File: src/rtl/ram_access_ctrl.sv
// Request-buffering front end for the Hack RAM block. Requests are queued in a small FIFO
// and issued one per cycle. Read data is returned with its address, and a clear sequence
// sweeps zeros into every RAM word.
module ram_access_ctrl #(
    parameter int unsigned DATA_WIDTH = 16,
    parameter int unsigned ADDR_WIDTH = 3,
    parameter int unsigned FIFO_DEPTH = 4
) (
    input  logic                  clk_i,
    input  logic                  rst_ni,
    input  logic                  req_valid_i,
    output logic                  req_ready_o,
    input  logic                  req_we_i,
    input  logic [ADDR_WIDTH-1:0] req_addr_i,
    input  logic [DATA_WIDTH-1:0] req_data_i,
    input  logic                  hold_i,
    input  logic                  init_i,
    output logic                  busy_o,
    output logic                  done_o,
    output logic                  rsp_valid_o,
    output logic [ADDR_WIDTH-1:0] rsp_addr_o,
    output logic [DATA_WIDTH-1:0] rsp_data_o,
    output logic [DATA_WIDTH-1:0] ram_in_o,
    output logic                  ram_load_o,
    output logic [ADDR_WIDTH-1:0] ram_address_o,
    input  logic [DATA_WIDTH-1:0] ram_out_i
);

    localparam int unsigned PtrW = $clog2(FIFO_DEPTH);
    localparam int unsigned EntW = 1 + ADDR_WIDTH + DATA_WIDTH;

    typedef enum logic [1:0] {StIdle, StDrain, StClear} state_e;

    state_e                state_q, state_d;
    logic [ADDR_WIDTH-1:0] cnt_q, cnt_d;
    logic [EntW-1:0]       fifo_q [FIFO_DEPTH];
    logic [PtrW:0]         wr_ptr_q, rd_ptr_q;

    logic                  rd_pend_q;
    logic                  ram_load_q, rsp_valid_q, done_q;
    logic [ADDR_WIDTH-1:0] ram_address_q, rsp_addr_q;
    logic [DATA_WIDTH-1:0] ram_in_q, rsp_data_q;

    logic                  empty, full, push, issue, sweep, last_sweep;
    logic [EntW-1:0]       head;
    logic                  head_we;
    logic [ADDR_WIDTH-1:0] head_addr;
    logic [DATA_WIDTH-1:0] head_data;

    assign empty = (wr_ptr_q == rd_ptr_q);
    assign full  = (wr_ptr_q[PtrW] != rd_ptr_q[PtrW]) &&
                   (wr_ptr_q[PtrW-1:0] == rd_ptr_q[PtrW-1:0]);

    assign head      = fifo_q[rd_ptr_q[PtrW-1:0]];
    assign head_we   = head[EntW-1];
    assign head_addr = head[DATA_WIDTH +: ADDR_WIDTH];
    assign head_data = head[DATA_WIDTH-1:0];

    // Gated by rst_ni so every output reads 0 while reset is held.
    assign req_ready_o = rst_ni && !full && (state_q == StIdle);
    assign push        = req_valid_i && req_ready_o;
    assign issue       = (state_q != StClear) && !hold_i && !empty;
    assign sweep       = (state_q == StClear) && !hold_i;
    assign last_sweep  = sweep && (cnt_q == {ADDR_WIDTH{1'b1}});

    // FIFO storage; contents are don't-care while the pointers say empty.
    always_ff @(posedge clk_i) begin
        if (push) begin
            fifo_q[wr_ptr_q[PtrW-1:0]] <= {req_we_i, req_addr_i, req_data_i};
        end
    end

    // FIFO pointers.
    always_ff @(posedge clk_i or negedge rst_ni) begin
        if (!rst_ni) begin
            wr_ptr_q <= '0;
            rd_ptr_q <= '0;
        end else begin
            if (push)  wr_ptr_q <= wr_ptr_q + 1'b1;
            if (issue) rd_ptr_q <= rd_ptr_q + 1'b1;
        end
    end

    // Mode sequencing and sweep counter next-state.
    always_comb begin
        state_d = state_q;
        cnt_d   = cnt_q;
        case (state_q)
            StIdle: begin
                if (init_i) state_d = StDrain;
            end
            StDrain: begin
                if (empty) begin
                    state_d = StClear;
                    cnt_d   = '0;
                end
            end
            StClear: begin
                if (sweep) begin
                    cnt_d = cnt_q + 1'b1;
                    if (last_sweep) state_d = StIdle;
                end
            end
            default: state_d = StIdle;
        endcase
    end

    // State register.
    always_ff @(posedge clk_i or negedge rst_ni) begin
        if (!rst_ni) begin
            state_q <= StIdle;
            cnt_q   <= '0;
        end else begin
            state_q <= state_d;
            cnt_q   <= cnt_d;
        end
    end

    // RAM port drive and read-response capture.
    always_ff @(posedge clk_i or negedge rst_ni) begin
        if (!rst_ni) begin
            ram_load_q    <= 1'b0;
            ram_address_q <= '0;
            ram_in_q      <= '0;
            rd_pend_q     <= 1'b0;
            rsp_valid_q   <= 1'b0;
            rsp_addr_q    <= '0;
            rsp_data_q    <= '0;
            done_q        <= 1'b0;
        end else begin
            ram_load_q  <= 1'b0;
            rd_pend_q   <= 1'b0;
            rsp_valid_q <= rd_pend_q;
            done_q      <= last_sweep;
            // The read presented last cycle is sampled now, before the port moves on.
            if (rd_pend_q) begin
                rsp_addr_q <= ram_address_q;
                rsp_data_q <= ram_out_i;
            end
            if (sweep) begin
                ram_address_q <= cnt_q;
                ram_in_q      <= '0;
                ram_load_q    <= 1'b1;
            end else if (issue) begin
                ram_address_q <= head_addr;
                ram_in_q      <= head_data;
                ram_load_q    <= head_we;
                rd_pend_q     <= !head_we;
            end
        end
    end

    assign busy_o        = (state_q != StIdle);
    assign done_o        = done_q;
    assign rsp_valid_o   = rsp_valid_q;
    assign rsp_addr_o    = rsp_addr_q;
    assign rsp_data_o    = rsp_data_q;
    assign ram_in_o      = ram_in_q;
    assign ram_load_o    = ram_load_q;
    assign ram_address_o = ram_address_q;

endmodule

File: config.mk
export PLATFORM = sky130hd
export DESIGN_NAME = ram_access_ctrl
export DESIGN_NICKNAME = d
export VERILOG_FILES = /design/src/rtl/ram_access_ctrl.sv
export SDC_FILE = /design/constraint.sdc
export NUM_CORES = 1
export LEC_CHECK = 0
export BUFFER_PORTS_ARGS = -buffer_cell sky130_fd_sc_hd__buf_4
export CELL_PAD_IN_SITES_DETAIL_PLACEMENT = 0
export CELL_PAD_IN_SITES_GLOBAL_PLACEMENT = 1
export CORE_MARGIN = 4
export CORE_UTILIZATION = 51
export CTS_CLUSTER_SIZE = 20
export DETAILED_ROUTE_END_ITERATION = 10
export PLACE_DENSITY_LB_ADDON = 0.1
export SLEW_MARGIN = 20
export SYNTH_ARGS = -nofsm -noshare
export SYNTH_HDL_FRONTEND = slang
export SYNTH_SLANG_ARGS = --single-unit
File: constraint.sdc
create_clock -name clk_i -period 3.2 [get_ports clk_i]
set_input_delay 0.64 -clock clk_i [delete_from_list [all_inputs] [get_ports clk_i]]
set_output_delay 0.64 -clock clk_i [all_outputs]
set_load 0.01 [all_outputs]
# After elaboration in Yosys (flattened, before gate mapping)
# Memory sizes are Yosys's and may differ from the RTL's.
# Cells that the tools add are included.
word_totals:
  out_inout_bits: 43
  register_bits: 53
  mem_bits_rw: 80
  word_cells: 63
  mem_count: 1
  in_bits: 41
memory_table:
  columns: ["memory", "depth", "width", "rd", "rd_ports_with_merged_regs", "write_ports", "line_no", "source"]
  rows:
  - ["fifo_q", 4, 20, 1, 0, 1, "36", "logic [EntW-1:0] fifo_q [FIFO_DEPTH];"]
classes:
  mux: 18
  n_eq_ne: 11
  n_reduce_logical: 18
  n_addsub: 3
op_table:
  columns: ["operator", "count"]
  rows:
  - ["$mux W16", 2]
  - ["$mux W3", 4]
  - ["$ne A2 B2 Y1 const B", 5]
  - ["$add A3 B1 Y3 const B", 3]
  - ["$logic_and A1 B1 Y1", 8]
  - ["$mux W2", 4]
  - ["$mux W1", 6]
  - ["$pmux W2 S3", 1]
  - ["$pmux W3 S2", 1]
  - ["$reduce_bool A2 Y1", 3]
  - ["$logic_not A1 Y1", 4]
  - ["$reduce_and A4 Y1", 1]
  - ["$eq A3 B3 Y1", 1]
  - ["$eq A3 B3 Y1 const B", 1]
  - ["$reduce_and A3 Y1", 1]
  - ["$eq A2 B1 Y1 const B", 1]
  - ["$eq A2 B2 Y1", 1]
  - ["$eq A2 B2 Y1 const B", 1]
  - ["$logic_not A2 Y1", 1]
  - ["$ne A1 B1 Y1", 1]

# Depth between registers and ports, before layout
# Gate-level depths: netlist of run 1.
logic_depth:
  depth_word: 8
  depth_mapped: 6
  depth_no_buf: 4

# Worst setup path after synthesis of run 1
# Ideal clock, no wire load.
synth_timing:
  kind: "input to register"
  start: "input req_valid_i"
  end: "memory fifo_q[3][0] (netlist bit) (enable)"
  required_time_ps: 2820
  stages: 3
  t_arrival_ps: 1616
  setup_time_ps: 380
  setup_slack_ps: 1204
  path_buffers: 0
  path_cell_list: "nand4bb_1 a31oi_2 and2_1"
synth_between:
  elab_chain_cells: 3
synth_rtl:
  columns: ["element", "line_no", "source"]
  rows:
  - ["start, declared", "11", "input logic req_valid_i,"]
  - ["$logic_and A1 B1 Y1", "61", "assign push = req_valid_i && req_ready_o;"]
  - ["$mux W1", "68", "if (push) begin"]
  - ["$mux W1 (not written as such)", "69", "fifo_q[wr_ptr_q[PtrW-1:0]] <= {req_we_i, req_addr_i, req_data_i};"]
  - ["end, declared", "36", null]
# Every way passes these cells.

# Final worst setup path of run 1
layout_timing:
  start: "input rst_ni"
  end: "output req_ready_o"
layout_between:
  elab_chain_cells: 2
layout_rtl:
  columns: ["element", "line_no", "source"]
  rows:
  - ["start, declared", "10", "input logic rst_ni,"]
  - ["$logic_and A1 B1 Y1 (2 in a row)", "60", "assign req_ready_o = rst_ni && !full && (state_q == StIdle);"]
  - ["end, declared", "12", "output logic req_ready_o,"]
# Every way passes these cells.

==> flow_summary.ini, run 1 <==
[setup_path]
critical_path.most_common_cell = buf_4
critPathMaxFanout = 19
path_delay_family = buffers and inverters
required_ns = 2.56
r2r.worst_path.cells = 5
reg2reg_slack_ns = 1.05
slowest_stage_cell_cp = dlygate4sd3_1
timing.critical_path.slowest_cell_delay_ns = 0.53
cp.depth = 5
path_class = input pin to output pin
cp-end-kind = output pin
combined_buffer_and_inverter_count_along_the_critical_path = 4
crit_chain = dlygate4sd3_1 > buf_4 > inv_1 > a311oi_1 > buf_4
cp-start-kind = input pin
cp_data_arrival_time_ns = 1.86

[timing]
fmaxAchievable_ghz = 0.400
maxSlewHeadroom_pct = 42.8
final_period_demand_of_the_worst_path_ns = 2.50
final.setup.tns_ns = 0
setup_viol = 0
finalCritPeriodShare_pct = 78.2
clock-skew-final_ns = 0.0102
final_max_slew_viol_count = 0
grt_setup_unrepaired = false
final-hold-violation-count = 0
worst_slew_pin_slew_ns = 0.858

[cts]
cts_inserted_buffers = 17
post_cts.resized_instances = 0
clock_sinks = 133
htree_levels = 4
path_clk_slew_ns = 0.06
clkLatencyLatePin_ns = 0.50
cts.root.buffer_cell = clkbuf_8
cts_tree = done
clk_path_buf_depth = 2

[status]
status = completed

[place]
final_weighted_congestion_of_routability_driven_global_placement = 0.731
port_buffers = 83
detailed_place_hpwl_mm = 5.79
total_placed_instance_area_sq_um = 5900

[global_routing]
globalRoute.totalOverflow = 0
grt_pass1_wl_mm = 14.7
track_usage_pct = 16.9
grt_start_max_net_pins = 38
antenna_violations_before_repair = 0
first_global_vias = 2805

[synth]
synth-seq-cells = 133
yosys.area.top_type = edfxtp_1
yosysUniqueCellTypes = 36
post_synthesis_average_cell_area_sq_um = 19.0
yosys-top-cells-area = edfxtp_1 47%, dfrtp_1 26%, mux4_2 8.8%
seq_area_frac_synth_pct = 72.8
number_of_enable_type_register_cells_in_the_synthesized_netlist = 80
syn_inst = 270
syn-num-nets = 318
synth-async-reset-ratio_pct = 39.8
ys.warnings.count = 0
synthDominantCellAreaShare_pct = 46.9
synth_area_sq_um = 5120
synth_top_flop_cell = edfxtp_1

[die]
die_height_um = 108
floorplan.die.width_um = 108
ios = 84
core_region_area_sq_um = 9770
initial_utilization_pct = 52.4
fp.dieArea_sq_um = 11700
rows = 36

[hold_path]
worst_hold_path.num_cells = 1
min-delay-path-class = input pin to flop

[route]
remaining_drc_errors = 0
detail_route.vias_per_cell = 5.32
antenna_violating_nets_post_route = 0
drt-wirelength-per-cell_um = 17.8
totalWireLength_mm = 9.17
drt-pass1-iter-count = 4
first_iter_violations = 123
vias = 2743

[final_layout]
inserted_diodes = 0
area_delta_synth_final_pct = 26.7
final_net_count = 418
drive_above_1_share_pct = 43.9
mostFrequentLayoutCells = 91 x buf_4, 80 x edfxtp_1, 53 x dfrtp_1
post-route-cell-area_sq_um = 6490
most_common_cell_after_layout_fill_and_taps_aside = buf_4

[flow_run]
maxCapViolCount = 0

[power]
ir_drop_uv = 482
p_per_area_nw_per_um2 = 959
total_leakage_power_nw = 2.60
-- cells by family (layout without fill, tap and decap cells) --
kind of cell             after synthesis  in the layout  share of synthesized area (%)
flip-flops                           133            133                           72.8
multiplexers                          40             40                           13.2
AO/OA/AOI/OAI                         34             34                           5.35
AND/OR/NAND/NOR                       30             30                           3.37
buffers and inverters                 18            131                           1.95
XOR/XNOR                               8              8                           1.66
adder cells (fa/ha/maj)                7              7                           1.71
-- cell usage after synthesis (2+ instances only) --
| cell type | n |
|---|---|
| a22o_1 | 16 |
| xnor2_1 | 3 |
| nor3_1 | 6 |
| ha_1 | 7 |
| o21ai_0 | 2 |
| xor2_1 | 3 |
| nand2b_1 | 3 |
| nor2b_1 | 3 |
| buf_6 | 3 |
| o22a_1 | 3 |
| xnor2_2 | 2 |
| a21oi_1 | 3 |
| and2_1 | 5 |
| edfxtp_1 | 80 |
| buf_4 | 2 |
| nor2_1 | 8 |
| clkbuf_1 | 4 |
| mux2_2 | 19 |
| buf_2 | 2 |
| mux4_2 | 20 |
| inv_1 | 7 |
| dfrtp_1 | 53 |
| a31oi_1 | 3 |
-- final cells by class --
type / instances / area [sq um]
Clock buffer: 20 / 478
Clock inverter: 12 / 105
Fill cell: 706 / 3280
Inverter: 7 / 26.3
Multi-Input combinational cell: 119 / 1290
Sequential cell: 133 / 3730
Tap cell: 133 / 166
Timing Repair Buffer: 92 / 693
-- worst reg2reg max path, cell delays in order (launching register included) --
cell	delay, ns
dfrtp_1	0.36
buf_4	0.24
xnor2_2	0.33
nand3_4	0.18
o21bai_2	0.71
a22o_1	0.27
-- layer usage --
metal	GRT usage, %	wire (um)	vias to the layer above
li1	-	-	1256
met1	23.1	4130	1407
met2	26.4	4500	73
met3	4.30	446	7
met4	6.49	90	0
met5	0	0	-
-- through the flow --
| stage | total power, mW | worst slack, ns | utilization [%] | hold WS, ns | cells |
|---|---|---|---|---|---|
| after floorplan | 3.73 | 1.20 | - | 0.344 | 270 |
| after global placement | 4.41 | 1.03 | 60.4 | 0.491 | 483 |
| after detailed placement | 4.44 | 0.999 | 60.4 | 0.494 | 483 |
| after CTS | 6.30 | 0.658 | 66.4 | 0.309 | 516 |
| after global routing | 6.59 | 0.585 | 66.4 | 0.309 | 516 |
| final | 6.22 | 0.699 | 66.4 | 0.333 | 516 |
-- registers in the layout (all words and copies together) (netlist names) --
signal	cells
fifo_q	80
ram_in_o	16
rsp_data_o	16
cnt_q	3
ram_address_o	3
rd_ptr_q	3
rsp_addr_o	3
wr_ptr_q	3
state_q	2
done_o	1
ram_load_o	1
rd_pend_q	1
rsp_valid_o	1
-- what timing repair did --
item | CTS | global route
hold endpoints to repair | 16 | 0
buffers inserted | 0 | 0
hold buffers | 1 | 0
endpoints found under the setup margin | 0 | 0
-- worst paths after layout --
path                                start             to
hold / removal             req_data_i[10]  fifo_q[2][10]
min in group asynchronous          rst_ni     state_q[0]
max in group asynchronous          rst_ni    ram_in_o[3]
hold reg to reg             rsp_data_o[6]  rsp_data_o[6]
setup reg to reg              rd_ptr_q[1]    ram_in_o[3]
setup / recovery                   rst_ni    req_ready_o
-- power breakdown --
part | total, mW | leakage, nW | switching, mW | internal [mW]
clock | 1.85 | 0.288 | 0.753 | 1.09
sequential | 2.48 | 1.36 | 0.274 | 2.21
combinational | 1.89 | 0.949 | 0.855 | 1.04
No activity file was read; power rests on OpenSTA's default activity.
==> run 2: changes to the inputs <==
Settings changed: CORE_UTILIZATION 51 to 47.
Clock period 3.2 ns to 2.55 ns, I/O delays scaled along.
==> run 2 against run 1 <==
Net effect:
- critical path depth decreased by 2
- core utilization decreased by 4.6 points
- combinational power increased by 26%
- sequential cell count unchanged
- first-iteration DRC count increased by 11%
- via count about the same
- power increased by 25%
- final cell count increased by 0.58%
==> flow_summary.ini, run 2 (same netlist as run 1, synthesis figures left out) <==
[status]
status = completed

[final_layout]
final_net_count = 418
mostFrequentLayoutCells = 92 x buf_4, 80 x edfxtp_1, 53 x dfrtp_1
largest_register_ffs = 80
area_delta_synth_final_pct = 26.3
n_fill_cell = 776
most_common_cell_after_layout_fill_and_taps_aside = buf_4
inserted_diodes = 0
drive_above_1_share_pct = 42.8

[cts]
cts.root.buffer_cell = clkbuf_8
clock_sinks = 133
path_clk_slew_ns = 0.06
post_cts.resized_instances = 0
cts_tree = done
clkLatencyLatePin_ns = 0.51
htree_levels = 4
post_cts_buffers = 0
hold_buffers = 0
cts_inserted_buffers = 17
clk_path_buf_depth = 2

[timing]
finalCritPeriodShare_pct = 86.4
final-hold-violation-count = 0
final_max_slew_viol_count = 0
maxSlewHeadroom_pct = 48.1
setup_viol = 0
worst_slew_pin_slew_ns = 0.779
fmaxAchievable_ghz = 0.454
final_period_demand_of_the_worst_path_ns = 2.20
grt_setup_unrepaired = false
clock-skew-final_ns = 0.0112
final.setup.tns_ns = 0

[die]
core_region_area_sq_um = 10500
rows = 37
floorplan.die.width_um = 112
die_height_um = 112
initial_utilization_pct = 49.0
ios = 84
fp.dieArea_sq_um = 12600

[setup_path]
cp-start-kind = flop
path_class = flop to output pin
cp_data_arrival_time_ns = 1.69
cp-end-kind = output pin
required_ns = 2.04
critPathMaxFanout = 7

[global_routing]
first_global_vias = 2751
track_usage_pct = 15.6
globalRoute.totalOverflow = 0
antenna_violations_before_repair = 0
grt_pass1_wl_mm = 14.9
grt_start_max_net_pins = 54

[place]
final_weighted_congestion_of_routability_driven_global_placement = 0.753
detailed_place_hpwl_mm = 5.90
port_buffers = 83

[flow_run]
maxCapViolCount = 0

[route]
vias = 2745
antenna_violating_nets_post_route = 0
totalWireLength_mm = 9.46
drt-wirelength-per-cell_um = 18.2
remaining_drc_errors = 0
drt-pass1-iter-count = 4
first_iter_violations = 136
detail_route.vias_per_cell = 5.29

[power]
total_leakage_power_nw = 2.57
total_power_mw = 7.79
p_per_area_nw_per_um2 = 1200
ir_drop_uv = 526

[hold_path]
min-delay-path-class = input pin to asynchronous set/reset pin
[run 2: cell count changes in the layout (fill, tap and decap cells not counted), sizes merged]
cell and change:
inv -8, clkbuf +3, bufinv +2, clkinvlp +2
buf +1, clkinv +1, dlygate4sd3 -1
[run 2: final cells by class]
type / instances / area (sq um) / area share, %
clock inverters: 9 / 105 / 1.62
repair buffers: 92 / 691 / 10.7
inverters: 7 / 26.3 / 0.406
well taps: 136 / 170 / 2.63
flip-flops and latches: 133 / 3730 / 57.6
multi-input cells: 119 / 1290 / 20.0
clock buffers: 23 / 457 / 7.06
[run 2: routing by layer]
layer | track usage [%] | wire length (um) | vias up
met1 | 20.2 | 4220 | 1375
met3 | 5.28 | 669 | 10
met5 | 0 | 0 | -
met4 | 5.29 | 72 | 0
li1 | - | - | 1261
met2 | 24.8 | 4500 | 99
[run 2: through the flow]
step	instances	area, sq um	hold WS [ns]	utilization, %	setup slack, ns
final	519	6470	0.157	61.9	0.347
after global routing	519	6470	0.177	61.9	0.236
after CTS	519	6470	0.167	61.9	0.303
after detailed placement	487	5910	0.496	56.5	0.636
after global placement	487	5910	0.491	56.5	0.640
after floorplan	270	5120	0.214	-	0.600
[run 2: worst paths after layout]
| check | start | end | slack (ns) | cells after the start |
|---|---|---|---|---|
| worst max-delay path | state_q[0] | req_ready_o | 0.35 | 3 |
| worst min-delay path | rst_ni | wr_ptr_q[0] | 0.16 | 2 |
| worst max register to register | rd_ptr_q[0] | ram_address_o[2] | 0.67 | 5 |
| worst min register to register | rsp_data_o[3] | rsp_data_o[3] | 0.51 | 1 |
| max in group asynchronous | rst_ni | rd_ptr_q[2] | 1.93 | 2 |
| min in group clk_i | req_data_i[14] | fifo_q[2][14] | 0.20 | 1 |
[run 2: power breakdown]
| group | internal, mW | switching, mW |
|---|---|---|
| Sequential | 2.77 | 0.335 |
| Combinational | 1.31 | 1.08 |
| Clock | 1.44 | 0.857 |
| Total | 5.52 | 2.27 |
[run 2: worst max-delay path, stage by stage (launching register included)]
cell,delay [ns]
dfrtp_1,0.44
or2_2,0.33
a311oi_1,0.25
buf_4,0.16
